`src/rtl/miriscv_irq_pkg.sv`:
```
// Shared types and helpers for the miriscv multi-line interrupt controller.
package miriscv_irq_pkg;

    typedef enum logic {
        IRQ_IDLE       = 1'b0,
        IRQ_IN_SERVICE = 1'b1
    } irq_state_t;

    localparam int unsigned MCAUSE_INT_BIT = 31;

    // mcause for an interrupt: interrupt flag set, code = base + line index.
    function automatic logic [31:0] irq_cause(input logic [31:0] idx,
                                              input logic [31:0] base);
        logic [31:0] code;
        code                 = base + idx;
        code[MCAUSE_INT_BIT] = 1'b1;
        return code;
    endfunction

endpackage

```
`src/rtl/irq_prio_enc.sv`:
```
// Fixed-priority encoder: the lowest set bit of req wins.
module irq_prio_enc #(
    parameter int unsigned N  = 16,
    parameter int unsigned IW = (N > 1) ? $clog2(N) : 1
) (
    input  logic [N-1:0]  req,
    output logic          valid,
    output logic [N-1:0]  grant,
    output logic [IW-1:0] idx
);

    // NOTE: every output gets a default before the loop so no latch is inferred.
    always_comb begin
        valid = 1'b0;
        grant = '0;
        idx   = '0;
        // Walk from the top down so the lowest index is the last one written.
        for (int i = int'(N) - 1; i >= 0; i--) begin
            if (req[i]) begin
                valid = 1'b1;
                grant = '0;
                grant[i] = 1'b1;
                idx   = IW'(i);
            end
        end
    end

endmodule

```
`src/rtl/miriscv_irq_ctrl.sv`:
```
// Multi-line interrupt controller: edge/level request capture, lowest-index
// arbitration, trap request with mcause, and the mret return handshake.
module miriscv_irq_ctrl
    import miriscv_irq_pkg::*;
#(
    parameter int unsigned          N_IRQ           = 16,
    parameter int unsigned          MCAUSE_IRQ_BASE = 16,
    parameter logic [N_IRQ-1:0]     EDGE_MASK       = '0
) (
    input  logic             clk_i,
    input  logic             arstn_i,
    input  logic [N_IRQ-1:0] irq_req_i,
    input  logic [N_IRQ-1:0] mie_i,
    input  logic             mstatus_mie_i,
    input  logic             exception_i,
    input  logic             stall_i,
    input  logic             mret_i,
    output logic             irq_o,
    output logic [31:0]      irq_cause_o,
    output logic [N_IRQ-1:0] irq_ack_o,
    output logic             irq_ret_o,
    output logic             busy_o
);

    localparam int unsigned IW = (N_IRQ > 1) ? $clog2(N_IRQ) : 1;

    irq_state_t       state_q, state_d;
    logic [N_IRQ-1:0] prev_q;
    logic [N_IRQ-1:0] pend_q, pend_d;
    logic [31:0]      cause_q, cause_d;

    logic [N_IRQ-1:0] pending;
    logic [N_IRQ-1:0] eligible;
    logic [N_IRQ-1:0] grant;
    logic [N_IRQ-1:0] ack;
    logic [IW-1:0]    win_idx;
    logic             win_valid;
    logic             take;
    logic             ret;
    logic [31:0]      take_cause;

    // Edge lines come from the sticky pending register, level lines straight
    // from the pins; masked edge pendings stay put until mie_i admits them.
    assign pending  = (pend_q & EDGE_MASK) | (irq_req_i & ~EDGE_MASK);
    assign eligible = pending & mie_i;

    irq_prio_enc #(
        .N  (N_IRQ),
        .IW (IW)
    ) u_prio_enc (
        .req   (eligible),
        .valid (win_valid),
        .grant (grant),
        .idx   (win_idx)
    );

    assign take_cause = irq_cause(32'(win_idx), 32'(MCAUSE_IRQ_BASE));

    always_comb begin
        state_d = state_q;
        take    = 1'b0;
        ret     = 1'b0;
        unique case (state_q)
            IRQ_IDLE: begin
                if (win_valid && mstatus_mie_i && !exception_i && !stall_i) begin
                    take    = 1'b1;
                    state_d = IRQ_IN_SERVICE;
                end
            end
            IRQ_IN_SERVICE: begin
                if (mret_i && !stall_i) begin
                    ret     = 1'b1;
                    state_d = IRQ_IDLE;
                end
            end
            default: state_d = IRQ_IDLE;
        endcase
    end

    assign ack     = take ? grant : '0;
    assign cause_d = take ? take_cause : cause_q;
    // A new rising edge outranks the clear from an acknowledge in the same cycle.
    assign pend_d  = (pend_q & ~(ack & EDGE_MASK)) | (irq_req_i & ~prev_q & EDGE_MASK);

    // NOTE: state uses non-blocking assignments and an asynchronous reset so
    // every flop samples the pre-edge values and reset takes effect at once.
    always_ff @(posedge clk_i or posedge arstn_i) begin
        if (arstn_i) begin
            state_q <= IRQ_IDLE;
            prev_q  <= '0;
            pend_q  <= '0;
            cause_q <= '0;
        end else begin
            state_q <= state_d;
            prev_q  <= irq_req_i;
            pend_q  <= pend_d;
            cause_q <= cause_d;
        end
    end

    // Outputs are forced quiet while reset is held, even with a level line high.
    assign irq_o       = take & ~arstn_i;
    assign irq_ack_o   = arstn_i ? '0 : ack;
    assign irq_cause_o = arstn_i ? '0 : cause_d;
    assign irq_ret_o   = ret & ~arstn_i;
    assign busy_o      = (state_q == IRQ_IN_SERVICE) & ~arstn_i;

endmodule

```
`config.mk`:
```
export PLATFORM = sky130hd
export DESIGN_NAME = miriscv_irq_ctrl
export DESIGN_NICKNAME = d
export VERILOG_FILES = /design/src/rtl/miriscv_irq_pkg.sv /design/src/rtl/irq_prio_enc.sv /design/src/rtl/miriscv_irq_ctrl.sv
export SDC_FILE = /design/constraint.sdc
export NUM_CORES = 1
export LEC_CHECK = 0
export BUFFER_PORTS_ARGS = -buffer_cell sky130_fd_sc_hd__buf_2
export CELL_PAD_IN_SITES_DETAIL_PLACEMENT = 2
export CELL_PAD_IN_SITES_GLOBAL_PLACEMENT = 2
export CORE_ASPECT_RATIO = 0.9
export CORE_MARGIN = 5
export CORE_UTILIZATION = 28
export CTS_BUF_LIST = sky130_fd_sc_hd__clkbuf_8
export CTS_CLUSTER_DIAMETER = 200
export CTS_CLUSTER_SIZE = 40
export DETAILED_ROUTE_END_ITERATION = 8
export GPL_ROUTABILITY_DRIVEN = 0
export PLACE_DENSITY = 0.88
export SLEW_MARGIN = 30
export SYNTH_ARGS = -nofsm -noshare
export SYNTH_HDL_FRONTEND = slang
export SYNTH_HIERARCHICAL = 1
export SYNTH_SLANG_ARGS = --single-unit
```
`constraint.sdc`:
```
create_clock -name clk_i -period 2.45 [get_ports clk_i]
set_clock_uncertainty 0.2 [all_clocks]
set_input_delay 0.1225 -clock clk_i [delete_from_list [all_inputs] [get_ports clk_i]]
set_output_delay 0.1225 -clock clk_i [all_outputs]
set_load 0.01 [all_outputs]
```
==> results of run 1 <==
## Yosys cell counts (all sizes together)
cell type / count
and2: 63
and3b: 1
or2: 2
nor4: 4
nor2b: 27
a21oi: 7
o311a: 1
a31o: 4
and3: 3
o21a: 2
nor4b: 2
mux2: 4
nand3: 1
inv: 6
and4: 1
nor2: 11
a31oi: 1
nand2b: 6
and2b: 3
nor3: 6
dfrtp: 33
nand3b: 1
buf: 7
a21o: 1
a221oi: 1
clkbuf: 2
o21ai: 1
and4bb: 1
o31a: 1
nand2: 4
o32ai: 1
## report_power, final
group          total (uW)  switching (uW)  internal [uW]
clock network         517             189            327
registers             578            12.6            565
logic                 254             135            119
## area by class of cell
cell class / instances / area share, %
clock inverter: 2 / 1.22
tap: 93 / 4.21
inverter: 6 / 0.814
clock buffer: 6 / 2.99
multi-input combinational: 160 / 39.7
sequential: 33 / 29.9
timing repair buffer: 105 / 21.2
## through the flow
stage          hold WS, ns  power [uW]  worst slack [ns]
2_1_floorplan       -0.109         733             0.214
3_3_place_gp         0.144         822             0.120
3_5_place_dp         0.161         839           -0.0337
4_1_cts             0.0582        1370            0.0492
5_1_grt             0.0838        1430           0.00487
6_report            0.0583        1350             0.125
## worst paths after layout
| check | start | end | slack (ns) | cells past startpoint |
|---|---|---|---|---|
| setup reg to reg | state_q$_DFF_PP0_ | cause_q[7]$_DFF_PP0_ | 0.54 | 4 |
| setup / recovery | irq_req_i[0] | irq_cause_o[15] | 0.12 | 11 |
| hold reg to reg | cause_q[4]$_DFF_PP0_ | cause_q[4]$_DFF_PP0_ | 0.28 | 1 |
| min in group asynchronous | arstn_i | cause_q[0]$_DFF_PP0_ | 0.39 | 4 |
| max in group asynchronous | arstn_i | cause_q[18]$_DFF_PP0_ | 1.32 | 4 |
| hold / removal | stall_i | state_q$_DFF_PP0_ | 0.06 | 3 |
## timing repair
item	CTS	global route
gates resized for setup	1	2
endpoints found under the setup margin	16	23
pin swaps	0	1
hold buffers	2	0
hold endpoints to repair	34	0
setup buffers	0	1
## flip-flops by register name, summed over array words and instances, names as in the netlist
name,flops
state_q,1
cause_q,32
## metal layers
metal	part of all wire (%)	routed length, microns
met5	0	0
met4	1.3	82
met3	3.2	209
met2	55	3550
met1	41	2620
## cell families (layout without fill, tap and decap cells)
kind of cell,Yosys count,after routing,synth area share [%]
multiplexers,4,4,2.24
AND/OR/NAND/NOR,136,136,44.3
flip-flops,33,33,41.1
AO/OA/AOI/OAI,20,20,7.54
buffers and inverters,15,119,4.80
## worst max-delay path: stages
cell and delay [ns]:
buf_2 0.09, and2_1 0.19, nor4_4 0.39, nand3_4 0.10, nor2_1 0.14, nand2_1 0.07
and4bb_4 0.26, a21oi_4 0.18, buf_12 0.16, and2_1 0.15, buf_2 0.13
==> reports/results.ini, run 1 <==
[status]
status = complete, no violations

[grt]
top_usage_layer = met2
grt_antenna_before_repair = 0
grt_usage_pct = 14.4
use_met2_pct = 27.5
grt_use_met1_pct = 16.3
grt_overflow = 0
grt_pass1_vias = 2063
grt_max_degree = 40
grtUsageMet3_pct = 2.39
grt_pass1_wl_mm = 10.4

[synth]
ys_ff_latch = 33
yosysUniqueCellTypes = 42
ys_seq_area_share_pct = 41.1
synthTopCellsByArea = dfrtp_1 (41%), and2_1 (19%), nor2b_1 (8.4%)
yosysWarnings = 6
syn_avg_cell_area_sq_um = 9.65
synth_nets = 246
synth_area_sq_mm = 0.00201
synth.top_cell.area_share_pct = 41.1
synth_area_leader_cell = dfrtp_1
synth_cells = 208

[place]
placed_cell_area_sq_mm = 0.00261
hpwl_mm = 5.30
dp.cells = 394
portBuffers = 88

[flow_run]
drv_cap = 0

[floorplan]
die_w_microns = 99.2
fp-row-count = 29
core_sq_mm = 0.00700
die-area_sq_mm = 0.00896
start_util_pct = 28.7
io_pins = 89
die_y_microns = 90.3

[cts]
cts_root_buf = clkbuf_8
cts_max_level = 2
cts_made_buffers = 5
clkTransAtPathRegs_ns = 0.06
clk-insertion-delay-late_ns = 0.28
tritoncts = yes
clock_path_buffers = 2
cts.sinks = 33

[sta]
max-slew-margin-rel_pct = 68.1
post-route-min-period_ns = 2.33
fin_setup_tns_ns = 0
drv_slew = 0
hold_violations = 0
finalSetupViolations = 0
rsz0062_at_grt = no
fin_crit_sh_pct = 94.9
tightest_slew_ns = 0.479
max_freq_ghz = 0.430

[cells_and_area]
layout_commonest_cell = buf_2
final_util_pct = 39.5
nFillCells = 814
final_cell_area_sq_mm = 0.00277
antenna_cells = 0
final_cell_mix = buf_2 (88), and2_1 (62), dfrtp_1 (33)
area_delta_synth_final_pct = 37.8
drive_above_1_share_pct = 40.1
multiInputGateArea_sq_mm = 0.00110
fin_cells = 405
regArea_sq_um = 826
fin_nets = 349

[setup_path]
crit_arrival_ns = 2.00
required_ns = 2.13
crit_fanout = 26
crit_path_end_kind = output port
critical_path_class = input pin to output port
startpoint_type = input pin

[route]
vias = 1820
drt_iter0_drc = 30
routedWlPerCell_microns = 15.9
vias_per_cell = 4.49
antenna_left = 0
route.detailed.drc = 0
dr.pass1.iters = 4
wl_mm = 6.45

[power]
peakVddDrop_uv = 227
leakage_uw = 0.00150
power_density_mw_per_mm2 = 488

[min_path]
hp-class = input pin to flop

(Power assumes the default switching activity.)
==> run 2, diff against run 1 <==
--- a/config.mk
+++ b/config.mk
@@ -10,13 +10,13 @@
 export CELL_PAD_IN_SITES_GLOBAL_PLACEMENT = 2
 export CORE_ASPECT_RATIO = 0.9
 export CORE_MARGIN = 5
-export CORE_UTILIZATION = 28
+export CORE_UTILIZATION = 30
 export CTS_BUF_LIST = sky130_fd_sc_hd__clkbuf_8
 export CTS_CLUSTER_DIAMETER = 200
 export CTS_CLUSTER_SIZE = 40
 export DETAILED_ROUTE_END_ITERATION = 8
 export GPL_ROUTABILITY_DRIVEN = 0
-export PLACE_DENSITY = 0.88
+export PLACE_DENSITY = 0.93
 export SLEW_MARGIN = 30
 export SYNTH_ARGS = -nofsm -noshare
 export SYNTH_HDL_FRONTEND = slang
==> constraint.sdc (replaced) <==
create_clock -name clk_i -period 2.8 [get_ports clk_i]
set_clock_uncertainty 0.2 [all_clocks]
set_input_delay 0.14 -clock clk_i [delete_from_list [all_inputs] [get_ports clk_i]]
set_output_delay 0.14 -clock clk_i [all_outputs]
set_load 0.01 [all_outputs]
==> run 2 against run 1 <==
  * Critical path depth is 1 lower
  * Critical path type unchanged
  * Sequential power shrank 13%
  * Combinational power down 19%
  * Global-route usage up 1.6 points
  * Flip-flop and latch count unchanged
  * Highest routed layer unchanged
==> reports/results.ini, run 2 (synthesis gave the netlist of run 1 again) <==
[status]
status = complete, no violations

[floorplan]
core_sq_mm = 0.00655
die_y_microns = 87.6
fp-row-count = 28
die-area_sq_mm = 0.00843
die_w_microns = 96.2
io_pins = 89
start_util_pct = 30.6

[grt]
grt_pass1_wl_mm = 10.4
grt_max_degree = 40
grt_usage_pct = 15.9
grt_antenna_before_repair = 0
grt_pass1_vias = 2012
grt_overflow = 0

[cells_and_area]
multiInputGateArea_sq_mm = 0.00110
final_util_pct = 40.6
drive_above_1_share_pct = 38.2
final_cell_area_sq_mm = 0.00266
fin_nets = 338
largest-register = cause_q
layout_commonest_cell = buf_2
area_delta_synth_final_pct = 32.5
antenna_cells = 0
final_cell_mix = buf_2 (88), and2_1 (62), dfrtp_1 (33)
largest_reg_flops = 32
regArea_sq_um = 826
reg_top3 = cause_q: 32 flops, state_q: 1 flops
nFillCells = 747

[sta]
fin_ws_ns = 0.194
post-route-min-period_ns = 2.61
max_freq_ghz = 0.384
max-slew-margin-rel_pct = 68.6
fin_crit_sh_pct = 93.1
hold_ws_ns = 0.00359
rsz0062_at_grt = no
drv_slew = 0
tightest_slew_ns = 0.471
finalSetupViolations = 0
hold_violations = 0
fin_setup_tns_ns = 0

[power]
power_density_mw_per_mm2 = 443
power_frac_seq_pct = 42.9
power_switching_uw = 307
clockPowerShare_pct = 39.5
power.internal_uw = 870
peakVddDrop_uv = 164
combPwrFrac_pct = 17.6
leakage_uw = 0.00144
netSwitchingFraction_pct = 26.1

[min_path]
whs_endpoint = state_q$_DFF_PP0_
min_path_cells = 3
hold_start = mret_i
hp-class = input pin to flop

[cts]
cts_setup_buffers = 0
clkTransAtPathRegs_ns = 0.07
tritoncts = yes
cts_max_level = 2
cts_root_buf = clkbuf_8
clock_path_buffers = 2
cts_made_buffers = 5
clk-insertion-delay-late_ns = 0.28
cts.sinks = 33

[place]
post-place-ws_ns = 0.143
placed_cell_area_sq_mm = 0.00252
portBuffers = 88
hpwl_mm = 5.01

[setup_path]
cp_slowest_cell = nor4_4
startpoint_type = input pin
crit_path_end_kind = output port
rr_startpoint = state_q$_DFF_PP0_
r2r_end = cause_q[1]$_DFF_PP0_
critical_path_class = input pin to output port
crit_arrival_ns = 2.27
slowest_delay_ns = 0.38
required_ns = 2.46
startpoint = irq_req_i[3]
reg2reg_slack_ns = 0.80
crit_top_cell = buf_2
ff2ff_path_depth = 3
path_delay_family = simple AND/OR/NAND/NOR gates
crit_fanout = 39
cp_num_buf_inv = 2
crit_chain = buf_2, and2_1, nor4_4, nand3_4, nor2_1, nand2_1, and4bb_4, and2_4, a31o_1, buf_2

[route]
routedWlPerCell_microns = 16.9
dr.pass1.iters = 4
antenna_left = 0
route.detailed.drc = 0
wl_mm = 6.61
vias = 1805
vias_per_cell = 4.62
drt_iter0_drc = 48

[flow_run]
drv_cap = 0

## run 2: routing by layer
layer	share of wire [%]	up-vias	global-route usage, %
met5	0	-	0
met2	54	42	28.8
met3	4.2	7	2.92
li1	-	866	-
met4	1.1	0	4.13
met1	41	890	19.3
## run 2: per-stage QoR
stage	instances	power, uW
final	391	1180
after global routing	391	1240
after CTS	390	1180
after detailed placement	381	717
after global placement	381	704
after floorplan	208	642
## run 2: final cells by class
cell class / instances / area share [%]
Clock buffer: 6 / 3.10
Inverter: 6 / 0.847
Clock inverter: 2 / 1.27
Timing Repair Buffer: 93 / 18.1
Tap cell: 90 / 4.23
Multi-Input combinational cell: 161 / 41.4
Sequential cell: 33 / 31.0
## run 2: worst register-to-register path, stage by stage, from the launching register on
cell and delay [ns]:
dfrtp_1 0.40, and4bb_4 0.45, and2_4 0.43, mux2_2 0.40
## run 2: worst max-delay path by stage
stage                                  to  slack [ns]  depth (start not counted)
after floorplan            irq_cause_o[0]        0.53                         10
after global placement    irq_cause_o[28]        0.27                         10
after detailed placement  irq_cause_o[28]        0.14                         10
after CTS                 irq_cause_o[12]        0.08                         10
after global routing       irq_cause_o[0]        0.04                         10
final                      irq_cause_o[2]        0.19                         10
## run 2: repair_timing
| item | 4_1_cts | 5_1_grt |
|---|---|---|
| endpoints found under the hold margin | 33 | 0 |
| setup endpoints to repair | 0 | 26 |
| resized for setup | 0 | 2 |
| hold buffers | 1 | 0 |
## run 2: power by group through the flow
stage / Clock [uW] / Sequential (uW) / Combinational [uW]
floorplan: 0 / 510 / 132
global placement: 0 / 512 / 192
detailed placement: 0 / 514 / 203
CTS: 472 / 504 / 206
global route: 498 / 507 / 230
finish: 466 / 505 / 207
